--- src/rtl/mem_pkg.sv ---
// Shared constants for the MEM-stage data access unit.
// Holds the RV32I load/store width codes, the FSM encoding and the legality check.
package mem_pkg;

  localparam logic [2:0] F3_B  = 3'b000;
  localparam logic [2:0] F3_H  = 3'b001;
  localparam logic [2:0] F3_W  = 3'b010;
  localparam logic [2:0] F3_BU = 3'b100;
  localparam logic [2:0] F3_HU = 3'b101;

  localparam logic [1:0] IDLE   = 2'd0;
  localparam logic [1:0] ACCESS = 2'd1;
  localparam logic [1:0] DONE   = 2'd2;

  // Exactly one of rd/wr, a known width code, natural alignment.
  function automatic logic access_legal(
    input logic       rd,
    input logic       wr,
    input logic [2:0] f3,
    input logic [1:0] off
  );
    logic ok;
    ok = 1'b0;
    if (rd ^ wr) begin
      case (f3)
        F3_B:    ok = 1'b1;
        F3_H:    ok = ~off[0];
        F3_W:    ok = (off == 2'b00);
        F3_BU:   ok = rd;
        F3_HU:   ok = rd & ~off[0];
        default: ok = 1'b0;
      endcase
    end
    return ok;
  endfunction

endpackage

--- src/rtl/mem_align.sv ---
// Byte-lane steering for the data cache port.
// Stores replicate into lanes with byte enables; loads extract and extend.
module mem_align
  import mem_pkg::*;
(
  input  logic [2:0]  st_fun_3,
  input  logic [1:0]  st_off,
  input  logic [31:0] st_data,
  output logic [31:0] wdata,
  output logic [3:0]  byteen,
  input  logic [2:0]  ld_fun_3,
  input  logic [1:0]  ld_off,
  input  logic [31:0] rdata,
  output logic [31:0] ld_data
);

  logic [7:0]  ld_byte;
  logic [15:0] ld_half;

  always_comb begin
    wdata  = st_data;
    byteen = 4'hF;
    case (st_fun_3)
      F3_B: begin
        wdata  = {4{st_data[7:0]}};
        byteen = 4'b0001 << st_off;
      end
      F3_H: begin
        wdata  = {2{st_data[15:0]}};
        byteen = 4'b0011 << st_off;
      end
      default: ;
    endcase
  end

  always_comb begin
    ld_byte = rdata[{ld_off, 3'b000} +: 8];
    ld_half = ld_off[1] ? rdata[31:16] : rdata[15:0];
    case (ld_fun_3)
      F3_B:    ld_data = {{24{ld_byte[7]}}, ld_byte};
      F3_H:    ld_data = {{16{ld_half[15]}}, ld_half};
      F3_BU:   ld_data = {24'h0, ld_byte};
      F3_HU:   ld_data = {16'h0, ld_half};
      default: ld_data = rdata;
    endcase
  end

endmodule

--- src/rtl/mem_access_unit.sv ---
// MEM-stage data-cache access FSM with pipeline stall generation.
// Optional stall-cycle counter enabled by DMEM_STALL_COUNT_EN.
module mem_access_unit
  import mem_pkg::*;
#(
  parameter int ADDR_W = 32,
  parameter int DATA_W = 32
) (
  input  logic              clk,
  input  logic              reset,
  input  logic              d_mem_r_in,
  input  logic              d_mem_w_in,
  input  logic [2:0]        fun_3_in,
  input  logic [ADDR_W-1:0] addr_in,
  input  logic [DATA_W-1:0] store_data_in,
  output logic              dcache_read,
  output logic              dcache_write,
  output logic [ADDR_W-1:0] dcache_addr,
  output logic [DATA_W-1:0] dcache_wdata,
  output logic [3:0]        dcache_byteen,
  input  logic [DATA_W-1:0] dcache_rdata,
  input  logic              dcache_busywait,
  output logic              busywait,
  output logic [DATA_W-1:0] load_data_out,
  output logic              misalign_out,
  output logic [31:0]       stall_cycles_out
);

  logic [1:0]  state;
  logic [2:0]  lat_f3;
  logic [1:0]  lat_off;
  logic        lat_load;
  logic        req;
  logic        legal;
  logic [31:0] st_wdata;
  logic [3:0]  st_byteen;
  logic [31:0] ld_data;

  assign req   = d_mem_r_in | d_mem_w_in;
  assign legal = access_legal(d_mem_r_in, d_mem_w_in,
                              fun_3_in, addr_in[1:0]);

  // Stall in the request cycle itself so EX/MEM holds the operands.
  assign busywait = ((state == IDLE) && legal) ||
                    (state == ACCESS);
  assign misalign_out = (state == IDLE) && req && !legal;

  mem_align u_align (
    .st_fun_3 (fun_3_in),
    .st_off   (addr_in[1:0]),
    .st_data  (store_data_in),
    .wdata    (st_wdata),
    .byteen   (st_byteen),
    .ld_fun_3 (lat_f3),
    .ld_off   (lat_off),
    .rdata    (dcache_rdata),
    .ld_data  (ld_data)
  );

  always_ff @(posedge clk or posedge reset) begin
    if (reset) begin
      state         <= IDLE;
      dcache_read   <= 1'b0;
      dcache_write  <= 1'b0;
      dcache_addr   <= '0;
      dcache_wdata  <= '0;
      dcache_byteen <= 4'h0;
      load_data_out <= '0;
      lat_f3        <= 3'b000;
      lat_off       <= 2'b00;
      lat_load      <= 1'b0;
    end else begin
      case (state)
        IDLE: begin
          if (legal) begin
            state         <= ACCESS;
            dcache_read   <= d_mem_r_in;
            dcache_write  <= d_mem_w_in;
            dcache_addr   <= {addr_in[ADDR_W-1:2], 2'b00};
            dcache_wdata  <= st_wdata;
            dcache_byteen <= d_mem_w_in ? st_byteen : 4'h0;
            lat_f3        <= fun_3_in;
            lat_off       <= addr_in[1:0];
            lat_load      <= d_mem_r_in;
          end
        end
        ACCESS: begin
          if (!dcache_busywait) begin
            state        <= DONE;
            dcache_read  <= 1'b0;
            dcache_write <= 1'b0;
            if (lat_load) load_data_out <= ld_data;
          end
        end
        DONE:    state <= IDLE;
        default: state <= IDLE;
      endcase
    end
  end

`ifdef DMEM_STALL_COUNT_EN
  logic [31:0] stall_cnt;

  always_ff @(posedge clk or posedge reset) begin
    if (reset) begin
      stall_cnt <= '0;
    end else if (busywait && stall_cnt != 32'hFFFF_FFFF) begin
      stall_cnt <= stall_cnt + 32'd1;
    end
  end

  assign stall_cycles_out = stall_cnt;
`else
  assign stall_cycles_out = 32'h0;
`endif

endmodule

--- config.mk ---
export PLATFORM = sky130hd
export DESIGN_NAME = mem_access_unit
export DESIGN_NICKNAME = d
export VERILOG_FILES = /design/src/rtl/mem_pkg.sv /design/src/rtl/mem_align.sv /design/src/rtl/mem_access_unit.sv
export SDC_FILE = /design/constraint.sdc
export NUM_CORES = 1
export LEC_CHECK = 0
export CAP_MARGIN = 15
export CORE_ASPECT_RATIO = 0.6
export CORE_MARGIN = 5
export CORE_UTILIZATION = 45
export DETAILED_ROUTE_END_ITERATION = 16
export PLACE_DENSITY = 0.88
export SYNTH_ARGS = -nofsm -noshare
export SYNTH_HDL_FRONTEND = slang
export SYNTH_SLANG_ARGS = --single-unit
--- constraint.sdc ---
create_clock -name clk -period 9.4 [get_ports clk]
set_clock_uncertainty 0.15 [all_clocks]
set_input_delay 0.94 -clock clk [delete_from_list [all_inputs] [get_ports clk]]
set_output_delay 0.94 -clock clk [all_outputs]
set_load 0.005 [all_outputs]
After elaboration in Yosys (flattened, before gate mapping). Index checks and enable logic that the tools add are counted.

Bits in registers: 108. Input bits: 104.

Eq/ne operators: 10. Shifts and indexed selects: 3. Muxes and demuxes: 15. Bitwise operators: 5. Reduce and logical (&&, ||, !) cells: 14.

Operators by type and width (count): $pmux W32 S4 (1); $pmux W32 S2 (1); $shiftx A32 B6 Y8 (1); $mux W16 (1); $eq A3 B3 Y1 const B (4); $pmux W4 S2 (1); $eq A3 B1 Y1 const B (2); $logic_not A3 Y1 (2); $reduce_and A3 Y1 (2); $pmux W1 S5 (1); $logic_not A2 Y1 (2); $mux W1 (4); $mux W2 (2); $mux W4 (1); $ne A2 B2 Y1 const B (2); $pmux W1 S2 (2); $pmux W2 S2 (1); $reduce_and A2 Y1 (2); $shl A1 B2 Y4 const A (1); $shl A2 B2 Y4 const A (1); $eq A3 B2 Y1 const B (1); $logic_and A1 B1 Y1 (3); $eq A2 B1 Y1 const B (1); $not A1 Y1 (2); 6 further kinds (6).

Logic depth before layout (Yosys ltp).
Depth after elaboration: 6. Depth in mapped cells: 8. Depth with buffers taken out: 6.

Cells and area by module. A second synthesis with hierarchy kept.

Cell total of the unflattened synthesis: 468. Area total of the unflattened synthesis: 5704.2 um^2.

Modules (own cells, without submodules): mem_access_unit (times used 1, cells an instance 287, area an instance 4411.7 um^2); mem_align (times used 1, cells an instance 181, area an instance 1292.5 um^2).

Worst setup path after synthesis. No wires, ideal clock.

Path type: input port to output port. Start point: in fun_3_in[0]. End point: out misalign_out. Data arrival time: 1.708 ns. Required time: 8.310 ns. Slack: 6.602 ns. Cell stages on the path: 4. Path buffers: 1. Cells stage by stage: buf_2 > nor4_4 > o211ai_1 > and3b_1.

Longest elaborated chain between the ends: 5. Elaborated cells on any way between the ends: 9.

RTL lines: from (decl) (RTL line mem_access_unit.sv:13) `input logic [2:0] fun_3_in,`; $eq A3 B3 Y1, or another cell as far along (RTL line mem_pkg.sv:25) `case (f3)`; $pmux W1 S5 (*) (RTL line mem_pkg.sv:25); $mux W1 (*) (RTL line mem_pkg.sv:24) `if (rd ^ wr) begin`; $logic_not A1 Y1 (*) (RTL line mem_access_unit.sv:46) `assign misalign_out = (state == IDLE) && req && !legal;`; $logic_and A1 B1 Y1 (*) (RTL line mem_access_unit.sv:46); to (decl) (RTL line mem_access_unit.sv:25) `output logic misalign_out,`.

Mark *: on every way between the ends. The rest lies on a longest branch, timed or not.

Final worst setup path.
Start point: in fun_3_in[0]. End point: out busywait.

Longest elaborated chain between the ends: 5. Elaborated cells on any way between the ends: 9.

RTL lines: $eq A3 B3 Y1, or another cell as far along (RTL line mem_pkg.sv:25); $pmux W1 S5 (*) (RTL line mem_pkg.sv:25); $mux W1 (*) (RTL line mem_pkg.sv:24); $logic_and A1 B1 Y1 (*) (RTL line mem_access_unit.sv:44) `assign busywait = ((state == IDLE) && legal) ||`; $logic_or A1 B1 Y1 (*) (RTL line mem_access_unit.sv:44); to (decl) (RTL line mem_access_unit.sv:23) `output logic busywait,`.

Marked as above.

==> impl_metrics.yaml <==
cts:
  numCtsBuffers: 9
  clk_path_buf_depth: 2
  ctsResizeCount: 0
  post_cts_buffers: 0
  h-tree-depth: 3
  clk_pin_slew_ns: 0.07
  insertion_delay_ns: 0.34
  tritoncts: "yes"
  clock_sinks: 108
  cts-root-buf: "clkbuf_16"
  cts-hold-fix-buffers: 0
detailed_routing:
  dr.pass1.iters: 5
  drt_iter0_drc: 194
  num_vias: 4261
  drc: 0
  wl_um: 14900
  viasPerCell: 5.03
  wire_per_inst_um: 17.6
  ant_nets: 0
sta:
  rsz0062_at_grt: "false"
  slew_headroom_pct: 37.0
  finalSetupViolations: 0
  drv_slew: 0
  tightestPinTransition_ns: 0.941
  hold_viol: 0
  setup_tns_ns: 0
  clock.fmax_mhz: 251
  finalCriticalPeriod_ns: 3.98
  fin_crit_sh_pct: 42.3
placed_design:
  numPortBuffers: 205
  dp_hpwl_um: 11300
  numPlacedInstances: 830
  place_congestion: 0.876
critical_path:
  path_buf_inv: 3
  cp_slowest_cell: "clkdlybuf4s50_1"
  startpoint_type: "input pin"
  crit_family: "buffers and inverters"
  cp_data_required_time_ns: 8.31
  critPathMaxStageDelay_ns: 0.55
  worstPathCellList: "clkdlybuf4s50_1, buf_4, a21oi_1, o211ai_1, a21oi_1, clkdlybuf4s50_1"
  worstSetupPathType: "in -> out"
  arrival_ns: 2.89
  endpoint_kind: "output pin"
  crit_fanout: 15
pwr:
  ir_worst_vdd_mv: 0.149
  p_per_area_nw_per_um2: 257
  power_mw: 1.95
  power_leakage_nw: 3.22
synth:
  yosysTopAreaCell: "dfrtp_1"
  synth_top_area_share_pct: 51.6
  synth_edf_count: 0
  synth-seq-cells: 108
  synth_seq_area_share_pct: 51.6
  yosys_warnings: 0
  synthCells: 490
  avgSynthCellArea_um2: 10.7
  synthesis.area_um2: 5240
  synthTopCellsByArea: "dfrtp_1 (52%), mux2_2 (9.9%), nand2_1 (5.4%)"
  synth_cell_types: 43
  synthFlopType: "dfrtp_1"
  async_flop_share_pct: 100
die:
  core_um2: 11300
  start_util_pct: 46.2
  dieArea_um2: 14000
  die_w_um: 149
  fp.dieH_um: 93.6
  ioPinCount: 240
  num_rows: 30
hold_path:
  min-delay-path-class: "reg -> reg"
grt:
  overflow: 0
  grt_pass1_wl_um: 23700
  gr-usage-all-layers_pct: 21.3
  first_global_vias: 4450
  antenna_found_initial: 0
  grt_max_degree: 71
status:
  status: "finished clean"
finish:
  fin_cells: 847
  drive_above_1_share_pct: 13.0
  layout_common_cells: "clkdlybuf4s50_1 (205), dfrtp_1 (108), nand2_1 (76), mux2_2 (46), o21ai_0 (44)"
  diodes: 0
  layout.nets: 787
  final_common_cell: "clkdlybuf4s50_1"
  area.growth.synth_to_final_pct: 44.6
flow_run:
  maxCapViolCount: 0
registers in the layout, summed over array words and instances, names as in the netlist, 2 cells and up:
name / cells
dcache_byteen: 4
lat_f3: 3
state: 2
dcache_addr: 30
lat_off: 2
dcache_wdata: 32
load_data_out: 32
cell type report:
class                           instances  area [um2]
Sequential cell                       108        2700
Inverter                                6        25.0
Timing Repair Buffer                  211        2120
Clock inverter                          5        45.0
Multi-Input combinational cell        346        2230
Clock buffer                           11         253
Tap cell                              160         200
Fill cell                             890        3760
worst min-delay path: stages (launching register included):
cell     delay [ns]
dfrtp_1        0.34
nand2_1        0.05
o21ai_0        0.06
final timing paths:
path,to,cells past startpoint,from,slack [ns]
max,busywait,6,fun_3_in[0],5.42
min,dcache_wdata[21],2,dcache_wdata[21],0.33
max reg2reg,load_data_out[1],4,lat_off[1],6.90
min reg2reg,dcache_wdata[21],2,dcache_wdata[21],0.33
max in group asynchronous,lat_load,3,reset,6.99
min in group asynchronous,dcache_addr[3],2,reset,0.85
power by group:
group          switching (mW)  leakage, nW  internal (mW)
Sequential              0.123         1.30          0.652
Clock                   0.173        0.144          0.198
Combinational           0.302         1.77          0.500
Total                   0.598         3.22           1.35
synthesized netlist by cell type, types with 2 or more instances:
library cell / number
mux2i_1: 24
nor2_1: 32
o22ai_1: 7
nand2_1: 76
dfrtp_1: 108
buf_4: 35
a21oi_1: 20
buf_2: 12
buf_6: 3
nand3_1: 2
clkbuf_1: 11
o211ai_1: 2
nor2b_1: 2
o21ai_0: 44
a211oi_1: 14
mux2_4: 8
nor3b_1: 7
mux2_2: 46
inv_2: 2
inv_1: 4
o31ai_1: 7
nand2b_1: 3
metrics by stage:
stage / hold WS (ns) / util, % / cell area (um2) / worst slack, ns
floorplan: 0.294 / - / 5370 / 5.46
global placement: 0.312 / 64.0 / 7250 / 5.25
detailed placement: 0.325 / 64.0 / 7250 / 5.18
CTS: 0.336 / 66.6 / 7550 / 5.41
global route: 0.364 / 66.8 / 7580 / 5.35
finish: 0.335 / 66.8 / 7580 / 5.42
kinds of logic after synthesis:
family / Yosys count / synth area share [%]
AOI/OAI and AO/OA: 101 / 11.7
adders and majority gates: 1 / 0.239
buffers and inverters: 69 / 8.38
other: 1 / 0.0715
DFF: 108 / 51.6
muxes: 78 / 16.8
and+or+nand+nor: 132 / 11.3
per-layer routing:
metal / vias to the layer above / track usage (%) / share of wire (%)
met5: - / 0 / 0
met4: 0 / 4.80 / 1.2
met3: 21 / 7.41 / 9.2
met2: 190 / 32.9 / 45
met1: 2036 / 29.0 / 44
li1: 2014 / - / -
No activity file was read; power rests on OpenSTA's default activity.
==> RTL edit, RTL diff (same settings) <==
Build with the macro `DMEM_STALL_COUNT_EN` defined.
--- a/src/rtl/mem_access_unit.sv
+++ b/src/rtl/mem_access_unit.sv
@@ -1,4 +1,6 @@
 // MEM-stage data-cache access FSM with pipeline stall generation.
 // Optional stall-cycle counter enabled by DMEM_STALL_COUNT_EN.
+`define DMEM_STALL_COUNT_EN
+
 module mem_access_unit
   import mem_pkg::*;
Behaviour: not the same (a bounded check fails within 4 cycles, from zero or initial values and one cycle with reset high).
==> RTL edit against the original RTL <==
Power is 25% higher; register-to-register slack worse by 0.02 ns; design area is 26% higher; routed wire length is 31% higher; largest cell class unchanged; first-iteration DRC count is 130% higher; sequential cell count is 32 higher; area after synthesis is 24% higher; critical path type unchanged; non-clock buffer count is 31 higher; setup slack worse by 1.1 ns.
==> RTL edit: results (changes against the original RTL) <==
Synthesis
  • Post-Synthesis Cell Area: 6502 um^2 (was 5241 um^2)
  • Sequential area share after synthesis: 0.5388 (was 0.5156)
  • Synth top cells by count: 207 x nand2_1, 140 x dfrtp_1, 49 x o21ai_0 (was 108 x dfrtp_1, 76 x nand2_1, 46 x mux2_2)

Detailed routing
  • Met3 wire length: 2159 um (was 1374 um)
  • WL per Instance: 17.37 um (was 17.63 um)
  • DR WL met2: 8921 um (was 6771 um)
  • DRT Wirelength: 19550 um (was 14940 um)
  • Initial DRC count: 452 (was 194)

Placed design
  • RePlAce Congestion: 0.8628 (was 0.8757)
  • I/O Buffers: 237 (was 205)
  • DP HPWL: 14230 um (was 11300 um)

Global route
  • Tot GR Track Use: 0.2273 (was 0.2127)
  • Largest net degree at the start of global routing: 88 (was 71)
  • Met1 usage: 0.3052 (was 0.2899)
  • Vias in the first global route: 5666 (was 4450)
  • Global routing usage on met3: 0.08710 (was 0.07409)

Clock network
  • Clk sinks: 140 (was 108)
  • Clock Latency Late Sink: 0.41 ns (was 0.34 ns)

STA
  • Worst Max-Slew Pin Slew: 0.9743 ns (was 0.9406 ns)

Critical path
  • Worst flop-to-flop path endpoint: stall_cycles_out[1]$_DFFE_PP0P_ (was load_data_out[1]$_DFFE_PP0P_)
  • Reg2Reg Launch Point: stall_cycles_out[0]$_DFFE_PP0P_ (was lat_off[1]$_DFFE_PP0P_)

Pwr
  • P_leak: 4.213 nW (was 3.219 nW)

Final layout
  • Layout cell share with drive strength beyond 1: 0.05388 (was 0.1295)
  • Multi-input logic area: 2755 um^2 (was 2235 um^2)
  • Layout clock buffers: 20 (was 11)

Worst hold path
  • Hold_sp: dcache_byteen[3]$_DFFE_PP0P_ (was dcache_wdata[21]$_DFFE_PP0P_)

Run status
  • Status: finished clean (unchanged)
[RTL edit: cell count changes after synthesis, moves of 9 or more]
cell,unedited run,this run
dfrtp_1,108,140
a211oi_1,14,1
nand3_1,2,27
buf_4,35,3
clkbuf_1,11,21
nand4_1,0,22
and3_1,0,9
xnor2_1,0,31
nand2_1,76,207
mux2_2,46,1
a22oi_1,0,14
[RTL edit: worst reg2reg max path, stage by stage, from the launching register on]
cell	delay [ns]
dfrtp_1	0.40
ha_1	0.18
and2_1	0.17
and3_1	0.42
nand3_1	0.48
nand2_1	0.28
mux2_1	0.33
[RTL edit: cell families after synthesis]
kind of cell               share of synthesized area
xor gates and xnor gates                     0.04175
adders and majority gates                   0.003848
other                                      0.0005767
and+or+nand+nor                               0.2172
DFF                                           0.5388
buffers and inverters                        0.03906
AOI/OAI and AO/OA                             0.1041
muxes                                        0.05465
[RTL edit: power by group]
group | switching [mW] | internal [mW]
combinational | 0.326 | 0.476
clock | 0.273 | 0.420
sequential | 0.145 | 0.793
